===== config.mk =====
export PLATFORM = sky130hd
export DESIGN_NAME = ro_puf_sweep_ctrl
export DESIGN_NICKNAME = d
export VERILOG_FILES = /design/src/rtl/ro_puf_pkg.sv /design/src/rtl/ro_puf_byte_ser.sv /design/src/rtl/ro_puf_sweep_ctrl.sv
export SDC_FILE = /design/constraint.sdc
export NUM_CORES = 1
export LEC_CHECK = 0
export CAP_MARGIN = 20
export CORE_MARGIN = 2
export CORE_UTILIZATION = 52
export CTS_CLUSTER_DIAMETER = 60
export DETAILED_ROUTE_END_ITERATION = 10
export GPL_TIMING_DRIVEN = 0
export MAX_ROUTING_LAYER = met4
export PLACE_DENSITY = 0.8
export SYNTH_ARGS = -nofsm -noshare
export SYNTH_HDL_FRONTEND = slang
export SYNTH_SLANG_ARGS = --single-unit

===== constraint.sdc =====
create_clock -name clk -period 2.6 [get_ports clk]
set_input_delay 0.52 -clock clk [delete_from_list [all_inputs] [get_ports clk]]
set_output_delay 0.52 -clock clk [all_outputs]
set_load 0.01 [all_outputs]

===== src/rtl/ro_puf_pkg.sv =====
// Shared types and constants for the RO-PUF sweep sequencer.
package ro_puf_pkg;

    typedef enum logic [2:0] {
        ST_IDLE,
        ST_SETTLE,
        ST_MEASURE,
        ST_HOLD,
        ST_SEND
    } state_e;

    localparam int CFG_ACT_BIT  = 7;
    localparam int CFG_MODE_BIT = 6;
    localparam int CFG_WAIT_LSB = 0;
    localparam int CFG_WAIT_W   = 3;

    localparam int BYTES_PER_TRANS = 8;

    localparam logic MODE_SINGLE = 1'b0;
    localparam logic MODE_CONT   = 1'b1;

endpackage


===== src/rtl/ro_puf_byte_ser.sv =====
// Streams a latched count word MSB byte first over a valid/ready link,
// with one idle cycle after every accepted byte.
module ro_puf_byte_ser
    import ro_puf_pkg::*;
#(
    parameter int CNT_W = 64
) (
    input  logic             clk,
    input  logic             reset,
    input  logic             load,
    input  logic [CNT_W-1:0] word,
    output logic [7:0]       tx_data,
    output logic             tx_valid,
    input  logic             tx_ready,
    output logic             last_acc
);

    localparam int LEFT_W = $clog2(BYTES_PER_TRANS + 1);

    logic [CNT_W-1:0]  shift_q, shift_d;
    logic              valid_q, valid_d;
    logic [LEFT_W-1:0] left_q, left_d;
    logic              acc;

    always_comb begin
        shift_d  = shift_q;
        valid_d  = valid_q;
        left_d   = left_q;
        acc      = valid_q & tx_ready;
        last_acc = acc & (left_q == LEFT_W'(1));
        if (load) begin
            shift_d = word;
            valid_d = 1'b1;
            left_d  = LEFT_W'(BYTES_PER_TRANS);
        end else if (acc) begin
            shift_d = shift_q << 8;
            valid_d = 1'b0;
            left_d  = left_q - LEFT_W'(1);
        end else if (left_q != '0) begin
            valid_d = 1'b1;
        end
    end

    always_ff @(posedge clk) begin
        if (reset) begin
            shift_q <= '0;
            valid_q <= 1'b0;
            left_q  <= '0;
        end else begin
            shift_q <= shift_d;
            valid_q <= valid_d;
            left_q  <= left_d;
        end
    end

    assign tx_data  = shift_q[CNT_W-1 -: 8];
    assign tx_valid = valid_q;

endmodule


===== src/rtl/ro_puf_sweep_ctrl.sv =====
// Sweeps the RO mux, gates the edge counter for a programmable window
// and streams each latched count to the UART transmitter.
module ro_puf_sweep_ctrl
    import ro_puf_pkg::*;
#(
    parameter int NUM_RO     = 256,
    parameter int SEL_W      = 8,
    parameter int CNT_W      = 64,
    parameter int WIN_SHIFT  = 10,
    parameter int SETTLE_CYC = 16,
    parameter int SYNC_CYC   = 4
) (
    input  logic             clk,
    input  logic             reset,
    input  logic             cfg_valid,
    input  logic [7:0]       cfg_data,
    output logic             ro_en,
    output logic [SEL_W-1:0] ro_sel,
    output logic             cnt_clr,
    output logic             cnt_en,
    input  logic [CNT_W-1:0] cnt_value,
    output logic [7:0]       tx_data,
    output logic             tx_valid,
    input  logic             tx_ready,
    output logic             busy,
    output logic             sweep_done
);

    // Wide enough for the longest window, 2^(WIN_SHIFT+7) cycles.
    localparam int CYC_W = WIN_SHIFT + 8;
    localparam logic [CYC_W-1:0] SETTLE_LAST = CYC_W'(SETTLE_CYC - 1);
    localparam logic [CYC_W-1:0] SYNC_LAST   = CYC_W'(SYNC_CYC - 1);
    localparam logic [SEL_W-1:0] SEL_LAST    = SEL_W'(NUM_RO - 1);

    state_e                state_q, state_d;
    logic [SEL_W-1:0]      sel_q, sel_d;
    logic [CYC_W-1:0]      cyc_q, cyc_d;
    logic                  mode_q, mode_d;
    logic [CFG_WAIT_W-1:0] wait_q, wait_d;
    logic                  abort_q, abort_d;
    logic                  done_q, done_d;
    logic [CYC_W-1:0]      win_len, win_last;
    logic                  cfg_act, cfg_stop, abort_now;
    logic                  ser_load, ser_last;
    logic                  cfg_unused;

    assign cfg_unused = ^cfg_data[5:3];

    always_comb begin
        state_d   = state_q;
        sel_d     = sel_q;
        cyc_d     = cyc_q;
        mode_d    = mode_q;
        wait_d    = wait_q;
        abort_d   = abort_q;
        done_d    = 1'b0;
        ser_load  = 1'b0;
        cfg_act   = cfg_valid & cfg_data[CFG_ACT_BIT];
        cfg_stop  = cfg_valid & ~cfg_data[CFG_ACT_BIT];
        abort_now = abort_q | cfg_stop;
        win_len   = CYC_W'(1) << (int'(wait_q) + WIN_SHIFT);
        win_last  = win_len - CYC_W'(1);

        if (state_q != ST_IDLE && cfg_stop) begin
            abort_d = 1'b1;
        end

        unique case (state_q)
            ST_IDLE: begin
                abort_d = 1'b0;
                if (cfg_act) begin
                    mode_d  = cfg_data[CFG_MODE_BIT];
                    wait_d  = cfg_data[CFG_WAIT_LSB +: CFG_WAIT_W];
                    sel_d   = '0;
                    cyc_d   = '0;
                    state_d = ST_SETTLE;
                end
            end
            ST_SETTLE: begin
                if (cyc_q == SETTLE_LAST) begin
                    cyc_d   = '0;
                    state_d = ST_MEASURE;
                end else begin
                    cyc_d = cyc_q + CYC_W'(1);
                end
            end
            ST_MEASURE: begin
                if (cyc_q == win_last) begin
                    cyc_d   = '0;
                    state_d = ST_HOLD;
                end else begin
                    cyc_d = cyc_q + CYC_W'(1);
                end
            end
            ST_HOLD: begin
                if (cyc_q == SYNC_LAST) begin
                    cyc_d    = '0;
                    ser_load = 1'b1;
                    state_d  = ST_SEND;
                end else begin
                    cyc_d = cyc_q + CYC_W'(1);
                end
            end
            ST_SEND: begin
                if (ser_last) begin
                    abort_d = 1'b0;
                    if (abort_now) begin
                        state_d = ST_IDLE;
                    end else if (sel_q != SEL_LAST) begin
                        sel_d   = sel_q + SEL_W'(1);
                        state_d = ST_SETTLE;
                    end else begin
                        done_d = 1'b1;
                        if (mode_q == MODE_CONT) begin
                            sel_d   = '0;
                            state_d = ST_SETTLE;
                        end else begin
                            state_d = ST_IDLE;
                        end
                    end
                end
            end
            default: state_d = ST_IDLE;
        endcase
    end

    always_ff @(posedge clk) begin
        if (reset) begin
            state_q <= ST_IDLE;
            sel_q   <= '0;
            cyc_q   <= '0;
            mode_q  <= MODE_SINGLE;
            wait_q  <= '0;
            abort_q <= 1'b0;
            done_q  <= 1'b0;
        end else begin
            state_q <= state_d;
            sel_q   <= sel_d;
            cyc_q   <= cyc_d;
            mode_q  <= mode_d;
            wait_q  <= wait_d;
            abort_q <= abort_d;
            done_q  <= done_d;
        end
    end

    ro_puf_byte_ser #(
        .CNT_W(CNT_W)
    ) u_ser (
        .clk      (clk),
        .reset    (reset),
        .load     (ser_load),
        .word     (cnt_value),
        .tx_data  (tx_data),
        .tx_valid (tx_valid),
        .tx_ready (tx_ready),
        .last_acc (ser_last)
    );

    assign ro_en      = (state_q == ST_SETTLE) | (state_q == ST_MEASURE);
    assign cnt_clr    = (state_q == ST_SETTLE);
    assign cnt_en     = (state_q == ST_MEASURE);
    assign ro_sel     = sel_q;
    assign busy       = (state_q != ST_IDLE);
    assign sweep_done = done_q;

endmodule


==> run summary, run 1 <==
Via count -> 5105
Nets -> 844
Cell leakage power -> 0.00219 uW
Peak supply drop -> 0.000411 V
Final core occ -> 66.9%
IO Port Bufs -> 93
Fill cells -> 808
Layout cells sized above 1 -> 8.64%
CP Max Fanout -> 6
Syn Inst Count -> 650
Hold Crit Start -> u_ser.shift_q[5]
Clk sink count -> 104
Outcome -> complete, no violations
Yosys top cell area share -> 40.5%
Longest Clk Path Bufs -> 2
Number of hold buffers added after CTS -> 0
YS warnings -> 0
Highest metal used -> met4
Max Clk Rate -> 408 MHz
R2R depth -> 9
Met1 Wirelength -> 6.01 mm
First-pass GRT wire length -> 21.7 mm
P per Cell Area -> 567 nW/um^2
Detail Placement HPWL -> 10.2 mm
Core area -> 9680 um^2
Worst setup margin -> 0.147 ns
Antenna diodes -> 0
CP max stage delay -> 0.43 ns
ANT nets after route -> 0
Critical path cell sequence -> ha_1 -> nand3_2 -> nor3_2 -> o311ai_1 -> a2111oi_4 -> a22oi_2 -> buf_4 -> nor2_2 -> mux2i_1
WHS -> 0.474 ns
Max-slew headroom -> 58.7%
Worst setup EP type -> flip-flop
Critical path class -> reg -> reg
Synth top area cells -> dfxtp_1, nand2_1, a311oi_1
CTS tree -> done
Critical R2R Launch -> cyc_q[0]
Area of the multi-input gates -> 2750 um^2
R2R setup slack -> 0.15 ns
Reg area -> 2090 um^2
Initial DRT Pass Iterations -> 5
Max Cap Violations -> 0
Die footprint -> 10700 um^2
Vias in the first global route -> 4761
Worst path slowest cell -> a2111oi_4
Pre-CTS setup slack -> -0.195 ns
CP Launch Type -> flip-flop
Worst min-delay path category -> reg -> reg
Die Span X -> 103 um
I/O Pins -> 98
#FFs+latches synth -> 104
Iteration-0 DRC count of the detailed router -> 254
Part of the Yosys area used for sequential elements -> 40.5%
Syn Std Cell Area -> 5140 um^2
Commonest non-fill, non-tap cells in the layout -> nand2_1, dfxtp_1, clkdlybuf4s50_1, nor2_1, a311oi_1
Period utilization -> 94.3%
Most common cell after layout, fill and taps aside -> nand2_1
H-tree levels -> 3
Overall routing resource usage -> 26.4%
Reg2reg end -> state_q[2]
Syn avg cell area -> 7.91 um^2
Number of CTS-inserted buffers -> 9
WP data arrival -> 2.74 ns
Hold Path End -> u_ser.shift_q[5]
Post-synth cell types -> 58
Cell taking the most area after synthesis -> dfxtp_1
Post-route cell area -> 6480 um^2
DR DRC count -> 0
Final setup fails -> 0
Worst-Margin Slew -> 0.620 ns
Metal3 WL -> 797 um
Initial core utilization -> 53.1%
RSZ-0062 raised after global routing -> no
Final hold vios -> 0
Standard-cell rows -> 36
Initial antenna violation count -> 0
DR WL/cell -> 15.2 um
Metal2 WL -> 6.66 mm
Worst-path clk slew -> 0.10 ns
Minimum clock period -> 2.45 ns
Largest net degree at the start of global routing -> 19
Die Span Y -> 103 um
Gr ovfl total -> 0
Hold depth -> 2
Clock root cell -> clkbuf_8
Final slew viol count -> 0
Post-DP Area -> 6240 um^2
Top FF cell, synth -> dfxtp_1
Synth Net Count -> 735
Clk_lat worst skew -> 0.37 ns
Tot Pwr -> 3680 uW
Layout Skew -> 0.0174 ns
Layout area overhead -> 26.0%
Ys async rst share -> 0%
Req. time, crit path -> 2.89 ns
EDFF count, synth -> 0
RePlAce Congestion -> 0.897
Routed vias/inst -> 5.69
Final WL -> 13.7 mm
metal layers:
metal	vias up	track usage [%]
li1	2498	-
met1	2419	33.2
met2	170	42.9
met3	18	5.17
met4	0	8.20
met5	-	-
where the power goes:
group | leakage (uW) | switching, uW | internal (uW) | total [uW]
sequential | 0.000840 | 51.6 | 1650 | 1700
clock | 0.0000879 | 574 | 363 | 937
combinational | 0.00126 | 594 | 446 | 1040
sequential cells by signal, summed over array words and instances, names as in the netlist:
signal,count
abort_q,1
cyc_q,18
mode_q,1
ro_sel,8
state_q,3
sweep_done,1
u_ser.left_q,4
u_ser.shift_q,64
u_ser.tx_valid,1
wait_q,3
per-stage QoR:
stage,TNS [ns],std cells
detailed placement,-2.27,876
global route,0,897
global placement,-0.758,876
finish,0,897
CTS,0,893
floorplan,0,650
kinds of logic (layout without fill, tap and decap cells):
kind of cell	Yosys count	count (layout)	share of synthesized area, %
and+or+nand+nor	317	317	27.2
AOI/OAI and AO/OA	124	124	19.4
DFF	104	104	40.5
buffers and inverters	72	186	6.45
xor gates and xnor gates	16	16	2.73
adders and majority gates	9	9	2.19
muxes	8	8	1.56
area by class of cell:
cell class	count	area share, %
multi-input combinational	474	42.4
sequential	104	32.2
timing repair buffer	98	14.9
buffer	57	4.27
tap	133	2.57
clock buffer	10	1.97
inverter	15	0.869
clock inverter	6	0.792
cells in the mapped netlist, types with 8 or more instances:
cell      instances
mux2i_1           8
ha_1              9
a311oi_1         56
buf_2            13
inv_1            14
o21ai_0          11
and3_1            8
buf_4             8
nand2_1         151
xnor2_1          11
nand4_1           9
dfxtp_1         104
nand3_1          26
nor2_1           78
a21oi_1          29
clkbuf_1         33
nor3_1           11
worst max path at each step:
stage | start | to | slack (ns) | depth (start not counted)
after global placement | tx_ready | ro_sel[3] | -0.14 | 10
after global routing | cyc_q[0] | u_ser.shift_q[35] | 0.002 | 9
final | cyc_q[0] | state_q[2] | 0.15 | 9
after CTS | wait_q[1] | cyc_q[7] | 0.06 | 10
after detailed placement | tx_ready | ro_sel[3] | -0.19 | 10
after floorplan | wait_q[1] | cyc_q[5] | 0.20 | 10
repair_timing:
action | 4_1_cts | 5_1_grt
resized for setup | 2 | 7
pin swaps | 1 | 2
endpoints found under the setup margin | 16 | 23
buffers inserted | 1 | 4
worst max-delay path, delay by kind of cell, from the launching register on:
family	cells	cell delay (ns)
compound gates	3	0.76
simple gates	3	0.57
flops	1	0.38
fa+ha+maj	1	0.29
mux	1	0.20
buf+inv	1	0.18
No activity file was read; power rests on OpenSTA's default activity.
==> run 2, diff against run 1 <==
- SLEW_MARGIN: not set -> 10
==> results of run 2 <==
No change in the layout: final DEF, timing and power equal those of run 1.
